### config.mk
export PLATFORM = sky130hd
export DESIGN_NAME = sram_port_arbiter_flat
export DESIGN_NICKNAME = d
export VERILOG_FILES = /design/src/rtl/core_mem_pkg.sv /design/src/rtl/sram_port_arbiter_if.sv /design/src/rtl/arb_prio_pick.sv /design/src/rtl/sram_port_arbiter.sv /design/src/flat_wrapper.sv
export SDC_FILE = /design/constraint.sdc
export NUM_CORES = 1
export LEC_CHECK = 0
export BUFFER_PORTS_ARGS = -buffer_cell sky130_fd_sc_hd__buf_2
export CAP_MARGIN = 20
export CORE_AREA = 8 8 102 104
export DETAILED_ROUTE_END_ITERATION = 10
export DIE_AREA = 0 0 110 112
export GPL_ROUTABILITY_DRIVEN = 0
export PLACE_DENSITY = 0.59
export SLEW_MARGIN = 30
export SYNTH_ARGS = -nofsm -noshare
export SYNTH_HDL_FRONTEND = slang
export SYNTH_SLANG_ARGS = --single-unit
### constraint.sdc
create_clock -name clk -period 2.8 [get_ports clk]
set_input_delay 0.28 -clock clk [delete_from_list [all_inputs] [get_ports clk]]
set_output_delay 0.28 -clock clk [all_outputs]
set_load 0.005 [all_outputs]
### src/rtl/core_mem_pkg.sv
// core_mem_pkg: shared types and constants for the SRAM port arbiter
package core_mem_pkg;
    localparam int MEM_ADDR_W = 32;
    localparam int MEM_DATA_W = 32;
    localparam int BURST_W = 4;
    localparam logic [3:0] FETCH_BE = 4'hF;
    typedef enum logic [1:0] {IDLE, BUSY_I, BUSY_D} arb_state_t;
    typedef struct packed {
        logic [MEM_ADDR_W-1:0] addr;
        logic wr;
        logic [3:0] be;
        logic [MEM_DATA_W-1:0] wdata;
    } mem_req_t;
endpackage

### src/rtl/sram_port_arbiter_if.sv
// sram_port_arbiter_if: fetch, data and downstream memory signals of the arbiter
interface sram_port_arbiter_if #(parameter int ADDR_W = 32, parameter int DATA_W = 32);
    logic inst_req, inst_kill, inst_ready, inst_valid;
    logic [ADDR_W-1:0] inst_addr;
    logic [DATA_W-1:0] inst_rdata;
    logic data_req, data_wr, data_ready, data_valid;
    logic [3:0] data_be;
    logic [ADDR_W-1:0] data_addr;
    logic [DATA_W-1:0] data_wdata, data_rdata;
    logic mem_req, mem_wr, mem_ready, mem_valid;
    logic [3:0] mem_be;
    logic [ADDR_W-1:0] mem_addr;
    logic [DATA_W-1:0] mem_wdata, mem_rdata;
    modport slave (
        input inst_req, inst_addr, inst_kill, data_req, data_wr, data_be, data_addr, data_wdata,
              mem_ready, mem_rdata, mem_valid,
        output inst_ready, inst_rdata, inst_valid, data_ready, data_rdata, data_valid,
               mem_req, mem_wr, mem_be, mem_addr, mem_wdata
    );
    modport master (
        output inst_req, inst_addr, inst_kill, data_req, data_wr, data_be, data_addr, data_wdata,
               mem_ready, mem_rdata, mem_valid,
        input inst_ready, inst_rdata, inst_valid, data_ready, data_rdata, data_valid,
              mem_req, mem_wr, mem_be, mem_addr, mem_wdata
    );
endinterface

### src/rtl/arb_prio_pick.sv
// arb_prio_pick: data-first 2-way picker; a saturated data burst yields to a pending fetch
module arb_prio_pick (
    input  logic inst_req_i,
    input  logic data_req_i,
    input  logic sat_i,
    output logic gnt_inst_o,
    output logic gnt_data_o
);
    assign gnt_data_o = data_req_i && !(inst_req_i && sat_i);
    assign gnt_inst_o = inst_req_i && !gnt_data_o;
endmodule

### src/rtl/sram_port_arbiter.sv
// sram_port_arbiter: shares one single-outstanding memory port between fetch and data,
// issuing a new request in the same cycle the previous response returns.
module sram_port_arbiter
    import core_mem_pkg::*;
#(
    parameter int ADDR_W = 32,
    parameter int DATA_W = 32,
    parameter int DATA_BURST_MAX = 4
) (
    input logic clk,
    input logic reset,
    sram_port_arbiter_if.slave bus
);
    localparam logic [BURST_W-1:0] BMAX = BURST_W'(DATA_BURST_MAX);
    arb_state_t state_q, state_d;
    logic [BURST_W-1:0] burst_q, burst_d;
    logic kill_q, kill_d;
    logic slot, rsp, pick_i, pick_d, gnt_i, gnt_d, acc_i, acc_d;
    mem_req_t req;
    arb_prio_pick u_pick (
        .inst_req_i(bus.inst_req),
        .data_req_i(bus.data_req),
        .sat_i(burst_q == BMAX),
        .gnt_inst_o(pick_i),
        .gnt_data_o(pick_d)
    );
    always_comb begin
        rsp = !reset && state_q != IDLE && bus.mem_valid;
        slot = !reset && (state_q == IDLE || bus.mem_valid);
        gnt_i = slot && pick_i;
        gnt_d = slot && pick_d;
        acc_i = gnt_i && bus.mem_ready;
        acc_d = gnt_d && bus.mem_ready;
        req = gnt_i ? mem_req_t'{MEM_ADDR_W'(bus.inst_addr), 1'b0, FETCH_BE, '0}
            : gnt_d ? mem_req_t'{MEM_ADDR_W'(bus.data_addr), bus.data_wr, bus.data_be, MEM_DATA_W'(bus.data_wdata)}
            : '0;
        state_d = acc_i ? BUSY_I : acc_d ? BUSY_D : rsp ? IDLE : state_q;
        burst_d = (!bus.inst_req || acc_i) ? '0
                : (acc_d && burst_q != BMAX) ? burst_q + BURST_W'(1) : burst_q;
        // a kill in the accepting cycle belongs to the fetch just issued
        kill_d = acc_i ? bus.inst_kill
               : (rsp && state_q == BUSY_I) ? 1'b0
               : kill_q || (state_q == BUSY_I && bus.inst_kill);
    end
    assign bus.mem_req = gnt_i || gnt_d;
    assign bus.mem_wr = req.wr;
    assign bus.mem_be = req.be;
    assign bus.mem_addr = ADDR_W'(req.addr);
    assign bus.mem_wdata = DATA_W'(req.wdata);
    assign bus.inst_ready = acc_i;
    assign bus.data_ready = acc_d;
    assign bus.inst_valid = rsp && state_q == BUSY_I && !kill_q && !bus.inst_kill;
    assign bus.data_valid = rsp && state_q == BUSY_D;
    assign bus.inst_rdata = bus.mem_rdata;
    assign bus.data_rdata = bus.mem_rdata;
    always_ff @(posedge clk) begin
        if (reset) begin
            state_q <= IDLE;
            burst_q <= '0;
            kill_q <= 1'b0;
        end else begin
            state_q <= state_d;
            burst_q <= burst_d;
            kill_q <= kill_d;
        end
    end
endmodule
### src/flat_wrapper.sv
// flat-port wrapper written by rule: the top's interface ports become plain ports
module sram_port_arbiter_flat import core_mem_pkg::*;
#(
    parameter int ADDR_W = 32,
    parameter int DATA_W = 32,
    parameter int DATA_BURST_MAX = 4
)
  (clk, reset, bus_inst_req, bus_inst_addr, bus_inst_kill, bus_data_req, bus_data_wr, bus_data_be, bus_data_addr, bus_data_wdata, bus_mem_ready, bus_mem_rdata, bus_mem_valid, bus_inst_ready, bus_inst_rdata, bus_inst_valid, bus_data_ready, bus_data_rdata, bus_data_valid, bus_mem_req, bus_mem_wr, bus_mem_be, bus_mem_addr, bus_mem_wdata);
  sram_port_arbiter_if #(.ADDR_W(ADDR_W), .DATA_W(DATA_W)) bus_i ();
  input logic clk;
  input logic reset;
  input wire logic [$bits(bus_i.inst_req)-1:0] bus_inst_req;
  input wire logic [$bits(bus_i.inst_addr)-1:0] bus_inst_addr;
  input wire logic [$bits(bus_i.inst_kill)-1:0] bus_inst_kill;
  input wire logic [$bits(bus_i.data_req)-1:0] bus_data_req;
  input wire logic [$bits(bus_i.data_wr)-1:0] bus_data_wr;
  input wire logic [$bits(bus_i.data_be)-1:0] bus_data_be;
  input wire logic [$bits(bus_i.data_addr)-1:0] bus_data_addr;
  input wire logic [$bits(bus_i.data_wdata)-1:0] bus_data_wdata;
  input wire logic [$bits(bus_i.mem_ready)-1:0] bus_mem_ready;
  input wire logic [$bits(bus_i.mem_rdata)-1:0] bus_mem_rdata;
  input wire logic [$bits(bus_i.mem_valid)-1:0] bus_mem_valid;
  output wire logic [$bits(bus_i.inst_ready)-1:0] bus_inst_ready;
  output wire logic [$bits(bus_i.inst_rdata)-1:0] bus_inst_rdata;
  output wire logic [$bits(bus_i.inst_valid)-1:0] bus_inst_valid;
  output wire logic [$bits(bus_i.data_ready)-1:0] bus_data_ready;
  output wire logic [$bits(bus_i.data_rdata)-1:0] bus_data_rdata;
  output wire logic [$bits(bus_i.data_valid)-1:0] bus_data_valid;
  output wire logic [$bits(bus_i.mem_req)-1:0] bus_mem_req;
  output wire logic [$bits(bus_i.mem_wr)-1:0] bus_mem_wr;
  output wire logic [$bits(bus_i.mem_be)-1:0] bus_mem_be;
  output wire logic [$bits(bus_i.mem_addr)-1:0] bus_mem_addr;
  output wire logic [$bits(bus_i.mem_wdata)-1:0] bus_mem_wdata;
  assign bus_i.inst_req = bus_inst_req;
  assign bus_i.inst_addr = bus_inst_addr;
  assign bus_i.inst_kill = bus_inst_kill;
  assign bus_i.data_req = bus_data_req;
  assign bus_i.data_wr = bus_data_wr;
  assign bus_i.data_be = bus_data_be;
  assign bus_i.data_addr = bus_data_addr;
  assign bus_i.data_wdata = bus_data_wdata;
  assign bus_i.mem_ready = bus_mem_ready;
  assign bus_i.mem_rdata = bus_mem_rdata;
  assign bus_i.mem_valid = bus_mem_valid;
  assign bus_inst_ready = bus_i.inst_ready;
  assign bus_inst_rdata = bus_i.inst_rdata;
  assign bus_inst_valid = bus_i.inst_valid;
  assign bus_data_ready = bus_i.data_ready;
  assign bus_data_rdata = bus_i.data_rdata;
  assign bus_data_valid = bus_i.data_valid;
  assign bus_mem_req = bus_i.mem_req;
  assign bus_mem_wr = bus_i.mem_wr;
  assign bus_mem_be = bus_i.mem_be;
  assign bus_mem_addr = bus_i.mem_addr;
  assign bus_mem_wdata = bus_i.mem_wdata;
  sram_port_arbiter #(.ADDR_W(ADDR_W), .DATA_W(DATA_W), .DATA_BURST_MAX(DATA_BURST_MAX)) u_core (.clk(clk), .reset(reset), .bus(bus_i));
endmodule
==> impl_metrics.py <==
metrics = {
    "sta": {
        "slew_viol_final": 0,
        "hold_viol": 0,
        "setup_viol_count_final": 0,
        "setup_ws_ns": 0.4841,
        "rsz0062_at_grt": "no",
        "clock_skew_ns": 0.0005762,
        "finalCritPeriodShare_pct": 82.71,
        "setup-tns-final_ns": 0,
        "fin_crit_ns": 2.316,
        "relSlewSlack_pct": 66.71,
        "clock.fmax_ghz": 0.4318,
        "tightest_slew_ns": 0.4941,
    },
    "floorplan": {
        "die-area_sq_um": 12320,
        "dieHeight_um": 112,
        "die-width_um": 110,
        "start_util_pct": 17.52,
        "pin_count": 278,
        "rows": 35,
        "coreArea_sq_um": 8890,
    },
    "cts": {
        "clk_pin_slew_ns": 0.04,
        "post_cts_buffers": 0,
        "cts_num_sinks": 7,
        "cts_made_buffers": 3,
        "hold_buffers": 0,
        "root_buffer": "clkbuf_8",
        "cts_tree": "done",
        "clock_path_buffers": 2,
        "ctsResizeCount": 0,
        "insertion_delay_ns": 0.22,
        "h-tree-depth": 1,
    },
    "worst_setup_path": {
        "start_kind": "register",
        "cpPeakStageDelay_ns": 0.46,
        "reg2reg_to": "u_core.burst_q[0]",
        "worst_r2r_path_depth": 7,
        "crit_family": "simple AND/OR/NAND/NOR gates",
        "r2r_slack_ns": 1.02,
        "critical_path_class": "register to primary output",
        "worst_ep_arrival_time_ns": 2.04,
        "path_cells": "o21ba_2 > nor2_2 > buf_4 > and2_4 > a22o_1 > buf_2",
        "r2r-start": "u_core.burst_q[0]",
        "critPathCaptureType": "primary output",
        "cp_max_fo": 37,
        "cp_num_buf_inv": 2,
        "cp.required_ns": 2.52,
        "critPathSlowestCell": "and2_4",
    },
    "logic_synthesis": {
        "async_flop_share_pct": 0,
        "yosysWarnings": 0,
        "synthCells": 202,
        "synth_area_sq_um": 1558,
        "synth.top_cell.area_share_pct": 30.84,
        "syn_avg_cell_area_sq_um": 7.712,
        "yosys-top-cells-area": "buf_4, a22o_1, and3_1, dfxtp_1, buf_6",
        "synth-adder-area-share_pct": 1.606,
        "synth_compound_area_share_pct": 25.54,
        "synth-edff-count": 0,
        "yosys.area_share.simple_pct": 24.10,
        "synth_top_family_by_area": "buffers and inverters",
        "synth-seq-cells": 7,
        "synth_mux_area_share_pct": 1.285,
        "yosys.area.top_type": "buf_4",
        "synthFlopType": "dfxtp_1",
        "seq_area_frac_synth_pct": 8.996,
        "synth_cell_types": 36,
        "yosys.area_share.xor_xnor_pct": 1.124,
        "syn-num-nets": 344,
    },
    "hold_path": {
        "hold_depth": 2,
        "min-delay-start": "reset",
        "min_path_type": "input pin to register",
        "min_to": "u_core.state_q[1]",
    },
    "power_and_ir_drop": {
        "comb_power_share_pct": 50.3,
        "power.density_nw_per_um2": 233.8,
        "vdd_drop_max_mv": 0.1334,
        "seqPwrFrac_pct": 21.3,
        "swShare_pct": 31.75,
        "p_clk_share_pct": 28.4,
        "power_mw": 0.4917,
        "leakagePower_nw": 1.339,
        "power_switching_mw": 0.1561,
        "p_int_mw": 0.3356,
    },
    "detailed_routing": {
        "wire_per_inst_um": 16.52,
        "viasPerCell": 4.357,
        "firstDrtPassIters": 4,
        "post-route-drc-count": 0,
        "ant_nets": 0,
        "drtIter0Drc": 40,
        "vias": 1843,
        "finalWirelength_um": 6988,
    },
    "run": {
        "maxCapViolCount": 0,
    },
    "placement": {
        "dp_hpwl_um": 5914,
        "port_buffers": 181,
        "pre_cts_ws_ns": 0.7145,
    },
    "global_route": {
        "first_global_vias": 2088,
        "antenna_found_initial": 0,
        "grt_pass1_wl_um": 10030,
        "grt_start_max_net_pins": 38,
        "grt_use_total_pct": 10.10,
        "grt_overflow": 0,
    },
    "cells_and_area": {
        "fin_util_pct": 23.66,
        "antenna_cells": 0,
        "nFillCells": 1013,
        "nets": 455,
        "area_delta_synth_final_pct": 35.02,
        "layout-drive-gt1-share_pct": 62.50,
    },
    "outcome": {
        "status": "completed",
    },
}
-- layout make-up --
class	count	area, sq um	area share, %
timing repair buffer	184	928.4	44.14
multi-input combinational	113	835.8	39.74
inverter	4	15.01	0.7139
tap	111	138.9	6.603
clock buffer	4	45.04	2.142
sequential	7	140.1	6.663
-- Yosys cell counts, types with 3 or more instances --
library cell and number:
buf_6 4, nand2_1 3, nor2_1 8, buf_2 3, inv_1 4, dfxtp_1 7
a21oi_1 3, a22o_1 32, buf_4 64, clkbuf_1 7, and3_1 34, a21o_1 4
-- placed cells by master (no fill, tap or decap), drive strengths merged, types with 2 or more instances in the layout --
master	netlist	layout
a21o	4	4
a21oi	4	4
a22o	32	32
and3	34	34
buf	71	184
clkbuf	7	4
dfxtp	7	7
ha	2	2
inv	4	4
mux2i	2	2
nand2	3	3
nand2b	2	2
nor2	9	9
nor4	3	3
o21ai	2	2
xnor2	2	2
-- cell families after synthesis --
logic type / Yosys count
AO/OA/AOI/OAI: 47
XOR/XNOR: 2
adder cells (fa/ha/maj): 2
buffers and inverters: 82
flip-flops: 7
multiplexers: 2
AND/OR/NAND/NOR: 60
-- registers in the layout, summed over array words and instances, names as in the netlist --
signal / flops
u_core.burst_q: 4
u_core.kill_q: 1
u_core.state_q: 2
-- how the worst max path moves through the flow --
stage / to / cells after the start / from
after floorplan: bus_mem_addr[10] / 8 / u_core.burst_q[0]
after global placement: bus_mem_addr[14] / 7 / u_core.burst_q[0]
after detailed placement: bus_mem_addr[14] / 6 / u_core.state_q[0]
after CTS: bus_mem_addr[14] / 6 / u_core.state_q[0]
after global routing: bus_mem_addr[14] / 6 / u_core.state_q[0]
final: bus_mem_addr[14] / 6 / u_core.state_q[0]
-- worst register-to-register path: cells and delay by family (launching register included) --
kind	cells	cell delay, ns
AND/OR/NAND/NOR	2	0.36
buffers and inverters	2	0.29
adder cells (fa/ha/maj)	1	0.16
AO/OA/AOI/OAI	2	0.51
flip-flops	1	0.33
-- stage by stage --
stage	cells	cell area, sq um	hold WS (ns)
3_5_place_dp	419	2058	0.5214
4_1_cts	423	2103	0.3886
2_1_floorplan	202	1558	0.4459
6_report	423	2103	0.3901
3_3_place_gp	419	2058	0.5075
5_1_grt	423	2103	0.4047
-- power groups by stage --
stage / clock network, mW / logic [mW] / registers (mW)
2_1_floorplan: 0 / 0.182 / 0.106
4_1_cts: 0.144 / 0.252 / 0.105
5_1_grt: 0.155 / 0.273 / 0.105
3_5_place_dp: 0 / 0.251 / 0.106
3_3_place_gp: 0 / 0.247 / 0.106
6_report: 0.140 / 0.247 / 0.105
-- per-layer routing --
metal | vias up | track usage (%) | part of all wire (%)
met5 | - | 0 | 0
met4 | 0 | 3.243 | 1.5
li1 | 881 | - | -
met3 | 14 | 4.564 | 16
met2 | 164 | 18.67 | 48
met1 | 784 | 9.431 | 34
Note: power is estimated with default switching activity, not from simulation.
